<file path="config.mk">
export PLATFORM = sky130hd
export DESIGN_NAME = melody_sequencer
export DESIGN_NICKNAME = d
export VERILOG_FILES = /design/src/rtl/melody_pkg.sv /design/src/rtl/tone_divider.sv /design/src/rtl/melody_sequencer.sv
export SDC_FILE = /design/constraint.sdc
export NUM_CORES = 1
export LEC_CHECK = 0
export ABC_AREA = 1
export CAP_MARGIN = 20
export CORE_MARGIN = 10
export CORE_UTILIZATION = 66
export CTS_CLUSTER_DIAMETER = 120
export DETAILED_ROUTE_END_ITERATION = 6
export PLACE_DENSITY = 0.86
export RECOVER_POWER = 100
export REMOVE_ABC_BUFFERS = 1
export SLEW_MARGIN = 25
export SYNTH_ARGS = -nofsm -noshare
export SYNTH_HDL_FRONTEND = slang
export SYNTH_HIERARCHICAL = 1
export SYNTH_SLANG_ARGS = --single-unit
</file>
<file path="constraint.sdc">
create_clock -name clk -period 5.38 [get_ports clk]
set_clock_uncertainty 0.15 [all_clocks]
set_input_delay 0.538 -clock clk [delete_from_list [all_inputs] [get_ports clk]]
set_output_delay 0.538 -clock clk [all_outputs]
set_load 0.05 [all_outputs]
</file>
<file path="src/rtl/melody_pkg.sv">
// Shared types and constants for the melody sequencer.
// State encoding, 50 MHz note half-periods and the note-entry bundle.
package melody_pkg;

    typedef enum logic [1:0] {
        IDLE = 2'd0,
        TONE = 2'd1,
        GAP  = 2'd2
    } state_e;

    localparam logic [15:0] D5   = 16'd42589;
    localparam logic [15:0] E5   = 16'd37936;
    localparam logic [15:0] F5S  = 16'd33784;
    localparam logic [15:0] G5   = 16'd31888;
    localparam logic [15:0] A5   = 16'd28409;
    localparam logic [15:0] B5   = 16'd25304;
    localparam logic [15:0] REST = 16'd0;

    typedef struct packed {
        logic [15:0] hp;
        logic [23:0] dur;
    } note_t;

endpackage

</file>
<file path="src/rtl/tone_divider.sv">
// Half-period counter and square-wave toggle.
// Ports: clk, rst_n, clr (zero counter+output), en, half_period, tone.
module tone_divider #(
    parameter int HP_W = 16
) (
    input  logic            clk,
    input  logic            rst_n,
    input  logic            clr,
    input  logic            en,
    input  logic [HP_W-1:0] half_period,
    output logic            tone
);

    logic [HP_W-1:0] cnt_q;
    logic            tone_q;

    always_ff @(posedge clk or negedge rst_n) begin
        if (!rst_n) begin
            cnt_q  <= '0;
            tone_q <= 1'b0;
        end else if (clr || half_period == '0) begin
            // a zero half-period is a rest: hold the output low
            cnt_q  <= '0;
            tone_q <= 1'b0;
        end else if (en) begin
            if (cnt_q == half_period - HP_W'(1)) begin
                cnt_q  <= '0;
                tone_q <= ~tone_q;
            end else begin
                cnt_q <= cnt_q + HP_W'(1);
            end
        end
    end

    assign tone = tone_q;

endmodule

</file>
<file path="src/rtl/melody_sequencer.sv">
// Programmable square-wave melody player: runtime note table, tone/gap FSM.
// Ports: table write (wr_*), length/loop_en/start/stop control,
// speaker/busy/note_idx/done status. Option MELODY_SEQ_TEMPO_EN adds tempo.
module melody_sequencer
    import melody_pkg::*;
#(
    parameter int DEPTH      = 16,
    parameter int IDX_W      = $clog2(DEPTH),
    parameter int HP_W       = 16,
    parameter int DUR_W      = 24,
    parameter int GAP_CYCLES = 400000
) (
    input  logic             clk,
    input  logic             rst_n,
    input  logic             wr_en,
    input  logic [IDX_W-1:0] wr_addr,
    input  logic [HP_W-1:0]  wr_half_period,
    input  logic [DUR_W-1:0] wr_duration,
    input  logic [IDX_W:0]   length,
    input  logic             loop_en,
    input  logic             start,
    input  logic             stop,
`ifdef MELODY_SEQ_TEMPO_EN
    input  logic [1:0]       tempo,
`endif
    output logic             speaker,
    output logic             busy,
    output logic [IDX_W-1:0] note_idx,
    output logic             done
);

`ifdef MELODY_SEQ_TEMPO_EN
    localparam int DC_W = DUR_W + 3;
`else
    localparam int DC_W = DUR_W;
`endif
    localparam int GAP_W = $clog2(GAP_CYCLES + 1);
    localparam logic [GAP_W-1:0] GAP_LAST = GAP_W'(GAP_CYCLES - 1);

    logic [HP_W-1:0]  hp_mem  [DEPTH];
    logic [DUR_W-1:0] dur_mem [DEPTH];

    state_e           state_q;
    logic [IDX_W-1:0] idx_q;
    logic [IDX_W:0]   len_q;
    logic [HP_W-1:0]  cur_hp_q;
    logic [DUR_W-1:0] cur_dur_q;
    logic [DC_W-1:0]  dur_cnt_q;
    logic [GAP_W-1:0] gap_cnt_q;
    logic             busy_q;
    logic             done_q;
`ifdef MELODY_SEQ_TEMPO_EN
    logic [1:0]       tempo_q;
`endif

    logic [DUR_W-1:0] dur_base;
    logic [DC_W-1:0]  dur_last;
    logic [IDX_W:0]   idx_inc;
    logic             len_ok;
    logic             dur_end;
    logic             tone_run;

    always_ff @(posedge clk) begin
        if (wr_en) begin
            hp_mem[wr_addr]  <= wr_half_period;
            dur_mem[wr_addr] <= wr_duration;
        end
    end

    // zero duration plays for a single cycle
    assign dur_base = (cur_dur_q == '0) ? DUR_W'(1) : cur_dur_q;
`ifdef MELODY_SEQ_TEMPO_EN
    assign dur_last = (DC_W'(dur_base) << tempo_q) - DC_W'(1);
`else
    assign dur_last = dur_base - DUR_W'(1);
`endif

    assign idx_inc  = {1'b0, idx_q} + (IDX_W+1)'(1);
    assign len_ok   = (length != '0) && (length <= (IDX_W+1)'(DEPTH));
    assign dur_end  = (dur_cnt_q == dur_last);
    assign tone_run = (state_q == TONE) && !dur_end && !stop;

    always_ff @(posedge clk or negedge rst_n) begin
        if (!rst_n) begin
            state_q   <= IDLE;
            idx_q     <= '0;
            len_q     <= '0;
            cur_hp_q  <= '0;
            cur_dur_q <= '0;
            dur_cnt_q <= '0;
            gap_cnt_q <= '0;
            busy_q    <= 1'b0;
            done_q    <= 1'b0;
`ifdef MELODY_SEQ_TEMPO_EN
            tempo_q   <= '0;
`endif
        end else begin
            done_q <= 1'b0;
            if (stop) begin
                state_q   <= IDLE;
                idx_q     <= '0;
                dur_cnt_q <= '0;
                gap_cnt_q <= '0;
                busy_q    <= 1'b0;
            end else begin
                unique case (state_q)
                    IDLE: begin
                        if (start && len_ok) begin
                            state_q   <= TONE;
                            busy_q    <= 1'b1;
                            idx_q     <= '0;
                            len_q     <= length;
                            cur_hp_q  <= hp_mem[0];
                            cur_dur_q <= dur_mem[0];
                            dur_cnt_q <= '0;
`ifdef MELODY_SEQ_TEMPO_EN
                            tempo_q   <= tempo;
`endif
                        end
                    end
                    TONE: begin
                        if (dur_end) begin
                            state_q   <= GAP;
                            gap_cnt_q <= '0;
                        end else begin
                            dur_cnt_q <= dur_cnt_q + DC_W'(1);
                        end
                    end
                    GAP: begin
                        if (gap_cnt_q == GAP_LAST) begin
                            gap_cnt_q <= '0;
                            dur_cnt_q <= '0;
                            if (idx_inc < len_q) begin
                                state_q   <= TONE;
                                idx_q     <= idx_inc[IDX_W-1:0];
                                cur_hp_q  <= hp_mem[idx_inc[IDX_W-1:0]];
                                cur_dur_q <= dur_mem[idx_inc[IDX_W-1:0]];
                            end else if (loop_en) begin
                                state_q   <= TONE;
                                idx_q     <= '0;
                                cur_hp_q  <= hp_mem[0];
                                cur_dur_q <= dur_mem[0];
`ifdef MELODY_SEQ_TEMPO_EN
                                tempo_q   <= tempo;
`endif
                            end else begin
                                state_q <= IDLE;
                                idx_q   <= '0;
                                busy_q  <= 1'b0;
                                done_q  <= 1'b1;
                            end
                        end else begin
                            gap_cnt_q <= gap_cnt_q + GAP_W'(1);
                        end
                    end
                    default: begin
                        state_q <= IDLE;
                        busy_q  <= 1'b0;
                    end
                endcase
            end
        end
    end

    // divider is cleared on every TONE entry and whenever TONE is left
    tone_divider #(
        .HP_W(HP_W)
    ) u_div (
        .clk        (clk),
        .rst_n      (rst_n),
        .clr        (!tone_run),
        .en         (tone_run),
        .half_period(cur_hp_q),
        .tone       (speaker)
    );

    assign busy     = busy_q;
    assign note_idx = idx_q;
    assign done     = done_q;

endmodule

</file>
* After elaboration in Yosys (flattened, before gate mapping)
Memories as Yosys holds them, arrays and structs flattened.
Index checks and enable logic that the tools add are counted.
** Cells by class
- Equal/unequal tests :: 15
- Muxes and demuxes :: 51
- Bitwise gates (word level) :: 2
- Order comparisons :: 2
- Add/sub/neg operators :: 6
- Reduce and logical (&&, ||, !) cells :: 26
** Operator list (number)
- 2-to-1 mux 24 bit :: 9
- 2-to-1 mux 16 bit :: 7
- case mux 24 bit (3 select lines) :: 1
- 2-to-1 mux 19 bit :: 3
- case mux 24 bit (2 select lines) :: 1
- case mux 19 bit (2 select lines) :: 1
- case mux 16 bit (2 select lines) :: 1
- adder 24 x 1 -> 24 bit, second input constant :: 1
- equality test 24 bit :: 1
- logical NOT 24 bit :: 1
- subtractor 24 x 1 -> 24 bit, second input constant :: 1
- != test 3 bit, second input constant :: 7
- adder 19 x 1 -> 19 bit, second input constant :: 1
- equality test 19 bit, second input constant :: 1
- 2-to-1 mux 1 bit :: 17
- adder 16 x 1 -> 16 bit, second input constant :: 1
- equality test 16 bit :: 1
- logical NOT 16 bit :: 1
- 2-to-1 mux 4 bit :: 4
- subtractor 16 x 1 -> 16 bit, second input constant :: 1
- AND reduction 5 bit :: 2
- AND reduction 3 bit :: 3
- 2-to-1 mux 2 bit :: 4
- case mux 4 bit (2 select lines) :: 1
- 19 further kinds :: 31
** Storage, ports and cells
- Register bits :: 113
- Input bits :: 55
- RAM bits :: 640
- Output and inout bits :: 7
- Memories :: 2
** Memories
- dur_mem :: words 16, bits a word 24, rd ports 2, clocked after memory_dff 0, write ports 1, line melody_sequencer.sv:41 : logic [DUR_W-1:0] dur_mem [DEPTH];
- hp_mem :: words 16, bits a word 16, rd ports 2, clocked after memory_dff 0, write ports 1, line melody_sequencer.sv:40 : logic [HP_W-1:0] hp_mem [DEPTH];

* Longest topological paths before layout
Gate-level depths: netlist of the first run.
- Depth after elaboration :: 11
- Gate-level depth with buffers :: 27

* Hierarchy
Netlist of the first run, hierarchy kept.
** By module, submodules not included
- melody_sequencer :: seq. area each 21620.7 um2, area each 31287.5 um2, cells an instance 2743, instances 1
- tone_divider :: seq. area each 425.4 um2, area each 1816.7 um2, cells an instance 296, instances 1

* Worst setup path before layout of the first run
No wires, ideal clock.
- Path type :: register -> register
- Start :: register idx_q[0], in the netlist note_idx[0]
- End :: register cur_dur_q[12]
- Setup time :: 130 ps
- Period minus slack after synthesis :: 3446 ps
- Data required time :: 5100 ps
- Data arrival time :: 3165 ps
- Cell stages (with the launch flop) :: 13
- Slack :: 1934 ps
- Path buffers :: 3
- Cells stage by stage :: dfrtp_1 ha_1 xor2_1 clkbuf_1 clkbuf_1 ha_1 a21oi_1 o211ai_1 inv_1 or2_2 o21ai_2 clkbuf_1 o21ai_1
** Between the ends
- Cells in the longest elaborated chain, start to end :: 5
- Elaborated cells between the ends (all ways) :: 8
- Those cells by class :: add/sub: 1; order compare: 1; eq/ne: 1; mux: 3; reduce/logical: 1; memory: 1
** RTL lines
- start, declared :: line melody_sequencer.sv:44 : logic [IDX_W-1:0] idx_q;
- start signal, assigned :: line melody_sequencer.sv:135 : idx_q <= idx_inc[IDX_W-1:0];
- adder 4 x 1 -> 5 bit * :: line melody_sequencer.sv:78 : assign idx_inc = {1'b0, idx_q} + (IDX_W+1)'(1);
- memory (16 x 24 bit) or less-than comparator 5 bit (tied branches)
- 2-to-1 mux 24 bit :: line melody_sequencer.sv:133 : if (idx_inc < len_q) begin
- 2-to-1 mux 24 bit :: line melody_sequencer.sv:130 : if (gap_cnt_q == GAP_LAST) begin
- case mux 24 bit (2 select lines) :: line melody_sequencer.sv:106 : unique case (state_q)
- end signal, assigned :: line melody_sequencer.sv:114 : cur_dur_q <= dur_mem[0];
- end signal, assigned :: line melody_sequencer.sv:137 : cur_dur_q <= dur_mem[idx_inc[IDX_W-1:0]];
- end signal, assigned :: line melody_sequencer.sv:142 : cur_dur_q <= dur_mem[0];
- end, declared :: line melody_sequencer.sv:47 : logic [DUR_W-1:0] cur_dur_q;
Every way passes the cells marked *; elsewhere a longest branch is shown, timed or not. The select of a mux whose other input is x is not followed.
A chain may end at the register's enable or synchronous reset.

* Worst setup path after layout of the first run
- Start :: register idx_q[0], in the netlist note_idx[0]
- End :: register cur_dur_q[11]
Same word-level chain as after synthesis.

==> impl_metrics.ini, run 1 <==
[power]
pwrdens_nw_per_um2 = 366
leakagePower_nw = 13.1
irDropWorstVdd_uv = 275

[routing]
initial_detailed_routing_violation_count = 3855
drt.antenna.violating_nets = 0
routed-via-count = 24700
drt-vias-per-instance = 6.54
post_drt_wl_per_cell_microns = 23.3
detail_route.first_pass.iterations = 6
drcViolationCount = 0
totalWireLength_microns = 88200

[global_routing]
grt.total_usage = 0.288
grt_pass1_wl_microns = 134000
antenna_violations_before_repair = 12
grt_pass1_vias = 23800
maximum_number_of_pins_on_one_net_before_global_route_repair = 158
grt_remaining_overflow = 0

[timing]
period_needed_ns = 4.99
max_slew_violation_count = 709
achievable-frequency_mhz = 200
max-slew-margin-rel = -1.29
hold_violations_final = 0
tightestPinTransition_ns = 3.44
layout_worst_path_cycle_share = 0.928
rsz_0062_raised_after_global_routing = no
fin_setup_tns_ns = 0
setup-violations-final = 0

[die]
initial_cell_density_of_the_core = 0.664
chipHeight_microns = 244
fp.coreArea_sq_um = 49900
i_o_pins = 62
rows = 82
overall_die_area_sq_um = 59500
die_w_microns = 244

[yosys]
synth-edff-count = 640
cell_count_after_synthesis = 3039
postSynthAreaPerCell_sq_um = 10.9
synth.area.top_cells = sky130_fd_sc_hd__edfxtp_1 (58%), sky130_fd_sc_hd__dfrtp_1 (8.5%), sky130_fd_sc_hd__o21ai_0 (7.7%)
syn-cell-area_sq_um = 33100
synth.largest_area_cell = sky130_fd_sc_hd__edfxtp_1
seq_area_frac_synth = 0.666
synth_most_common_cell = sky130_fd_sc_hd__edfxtp_1
number_of_synthesis_warnings = 6
synth_flop_cell = sky130_fd_sc_hd__edfxtp_1
yosys_reg_bits = 753
yosys.area.top_type_share = 0.581
top_cell_types_by_occurrence_after_synthesis = sky130_fd_sc_hd__edfxtp_1 (640), sky130_fd_sc_hd__o21ai_0 (512), sky130_fd_sc_hd__nor2_1 (439), sky130_fd_sc_hd__nand2_1 (379), sky130_fd_sc_hd__inv_1 (178)
synth_async_sr_flop_share = 0.150
yosys.cell_types.count = 43

[finish]
drive_gt1_frac = 0.0616
fin_area_sq_um = 36600
syn2layout_area_growth_pct = 10.7
finish.net_count = 3111

[setup_path]
crit_path_cell_trace = clkbuf_2 -> inv_8 -> o21ai_0 -> o221ai_1 -> o211ai_1 -> o21ai_0 -> o21ai_0 -> o21ai_0
critical_path_launch_point_type = register
critPathKind = register to register
critPathCaptureType = register
worst-path-buf-inv = 2
worst-endpoint-arrival_ns = 5.29
critPathRequiredTime_ns = 5.68
critical_path.top_delay_family = compound AO/OA/AOI/OAI gates
crit_top_cell = sky130_fd_sc_hd__o21ai_0
crit_path_max_fanout = 157
worstSetupStartpoint = note_idx[0]$_DFFE_PN0P_
rr_startpoint = note_idx[0]$_DFFE_PN0P_
critical-path-max-stage-delay_ns = 1.11
critical-path-slowest-cell = sky130_fd_sc_hd__clkbuf_2

[hold_path]
min-delay-path-class = register to register
worstHoldStart = gap_cnt_q[8]$_DFFE_PN0P_

[clocking]
ctsHtreeMaxLevel = 3
clock_insertion_delay_at_the_later_pin_of_the_skew_report_ns = 0.64
cts.clk_slew.worst_paths_ns = 0.06
tritoncts = built
clock_path_buffers = 3
numClockSinks = 753
numCtsBuffers = 76
ctsRootBufferMaster = sky130_fd_sc_hd__clkbuf_16
post_cts_repair_setup_buffers = 0
cts_resized = 0

[place]
place_congestion = 0.919
place.port_buffers = 61
placed_cell_area_sq_um = 34400
dp_hpwl_microns = 48100

[status]
run_status = complete, but fails checks
violations = capacitance limit, slew limit

[flow_run]
maxCapViolations = 28
## path summary, 6_finish.rpt
| path | end | slack, ns | depth (start not counted) |
|---|---|---|---|
| max in group asynchronous | note_idx[0]$_DFFE_PN0P_ | 1.42 | 3 |
| worst max-delay path | cur_dur_q[11]$_DFFE_PN0P_ | 0.39 | 8 |
| worst min register to register | gap_cnt_q[8]$_DFFE_PN0P_ | 0.36 | 2 |
| min in group asynchronous | dur_cnt_q[17]$_DFFE_PN0P_ | 1.69 | 2 |
| worst max register to register | cur_dur_q[11]$_DFFE_PN0P_ | 0.39 | 8 |
| worst min-delay path | gap_cnt_q[8]$_DFFE_PN0P_ | 0.36 | 2 |
## placed cells by master (no fill, tap or decap), types with 4 or more instances in the layout
cell type / count
sky130_fd_sc_hd__edfxtp_1: 640
sky130_fd_sc_hd__clkinvlp_4: 5
sky130_fd_sc_hd__a21oi_1: 44
sky130_fd_sc_hd__buf_12: 6
sky130_fd_sc_hd__bufinv_16: 5
sky130_fd_sc_hd__o221ai_1: 40
sky130_fd_sc_hd__dlygate4sd3_1: 49
sky130_fd_sc_hd__clkinv_1: 11
sky130_fd_sc_hd__nand4_1: 44
sky130_fd_sc_hd__nor2_4: 4
sky130_fd_sc_hd__nor2_1: 443
sky130_fd_sc_hd__clkbuf_16: 77
sky130_fd_sc_hd__nand2_1: 382
sky130_fd_sc_hd__xnor2_1: 20
sky130_fd_sc_hd__dfrtp_1: 112
sky130_fd_sc_hd__nand3b_1: 6
sky130_fd_sc_hd__nor2_2: 18
sky130_fd_sc_hd__or2_2: 4
sky130_fd_sc_hd__o211ai_1: 42
sky130_fd_sc_hd__o22ai_1: 80
sky130_fd_sc_hd__inv_1: 176
sky130_fd_sc_hd__nor3_1: 44
sky130_fd_sc_hd__nand3_2: 5
sky130_fd_sc_hd__ha_1: 9
sky130_fd_sc_hd__o21ai_0: 530
sky130_fd_sc_hd__nand3_1: 102
sky130_fd_sc_hd__xor2_1: 60
sky130_fd_sc_hd__buf_4: 14
sky130_fd_sc_hd__diode_2: 5
sky130_fd_sc_hd__clkdlybuf4s50_1: 12
sky130_fd_sc_hd__nand2_2: 16
sky130_fd_sc_hd__clkbuf_1: 37
sky130_fd_sc_hd__clkinv_2: 10
sky130_fd_sc_hd__nor4_1: 13
## registers in the layout (all words and copies together) (netlist names), 5 cells and up
register / flops
hp_mem: 256
dur_cnt_q: 24
len_q: 5
gap_cnt_q: 19
u_div/cnt_q: 16
cur_hp_q: 16
cur_dur_q: 24
dur_mem: 384
## logic make-up (layout without fill, tap and decap cells)
group           Yosys count  after routing  share of synthesized area
other cells               0              5                          0
flops                   753            753                      0.666
fa+ha+maj                10             10                    0.00378
compound gates          748            748                      0.125
simple gates           1091           1091                      0.142
xor+xnor                 81             81                     0.0214
buf+inv                 356            419                     0.0423
## final cells by class
cell class / count / area [sq um]
inverters: 183 / 696
multi-input cells: 1930 / 9670
flip-flops and latches: 753 / 22000
well taps: 672 / 841
diodes: 5 / 12.5
repair buffers: 102 / 923
clock buffers: 98 / 2030
fillers: 3085 / 13200
clock inverters: 36 / 430
## tightest hold or removal path, delay by kind of cell, from the launching register on
| kind | cells | cell delay (ns) |
|---|---|---|
| flip-flops | 1 | 0.38 |
| AND/OR/NAND/NOR | 2 | 0.11 |
## stage by stage
| step | cells | utilization | hold slack (ns) | power (mW) | worst slack [ns] |
|---|---|---|---|---|---|
| CTS | 3772 | 0.739 | 0.363 | 13.4 | 1.29 |
| global route | 3776 | 0.735 | 0.391 | 13.8 | 0.528 |
| global placement | 3637 | 0.690 | 0.320 | 8.24 | 1.34 |
| detailed placement | 3637 | 0.690 | 0.349 | 8.29 | 1.29 |
| floorplan | 2866 | - | 0.0924 | 7.84 | -7.87 |
| finish | 3779 | 0.735 | 0.363 | 13.4 | 0.390 |
## routing by layer
metal,share of wire,up-vias,routed length [microns],global-route usage
li1,-,10800,-,-
met3,0.13,294,11600,0.0701
met2,0.47,1885,41500,0.451
met5,0.00071,-,63,0
met1,0.36,11700,31800,0.386
met4,0.037,10,3290,0.113
## report_power, final
| group | internal (mW) | switching [mW] | total [mW] |
|---|---|---|---|
| logic | 0.447 | 0.918 | 1.37 |
| clock network | 2.94 | 2.28 | 5.22 |
| registers | 6.60 | 0.212 | 6.81 |
| total | 9.99 | 3.41 | 13.4 |
## what timing repair did
action	in CTS	in global routing
endpoints found under the setup margin	0	0
hold endpoints to repair	71	0
hold buffers	1	0
(Power assumes the default switching activity.)
==> run 2: changes to the inputs <==
- ABC_CLOCK_PERIOD_IN_PS: unset -> 5380
==> results of run 2 <==
The final DEF is identical to that of run 1; final timing and power are the same.
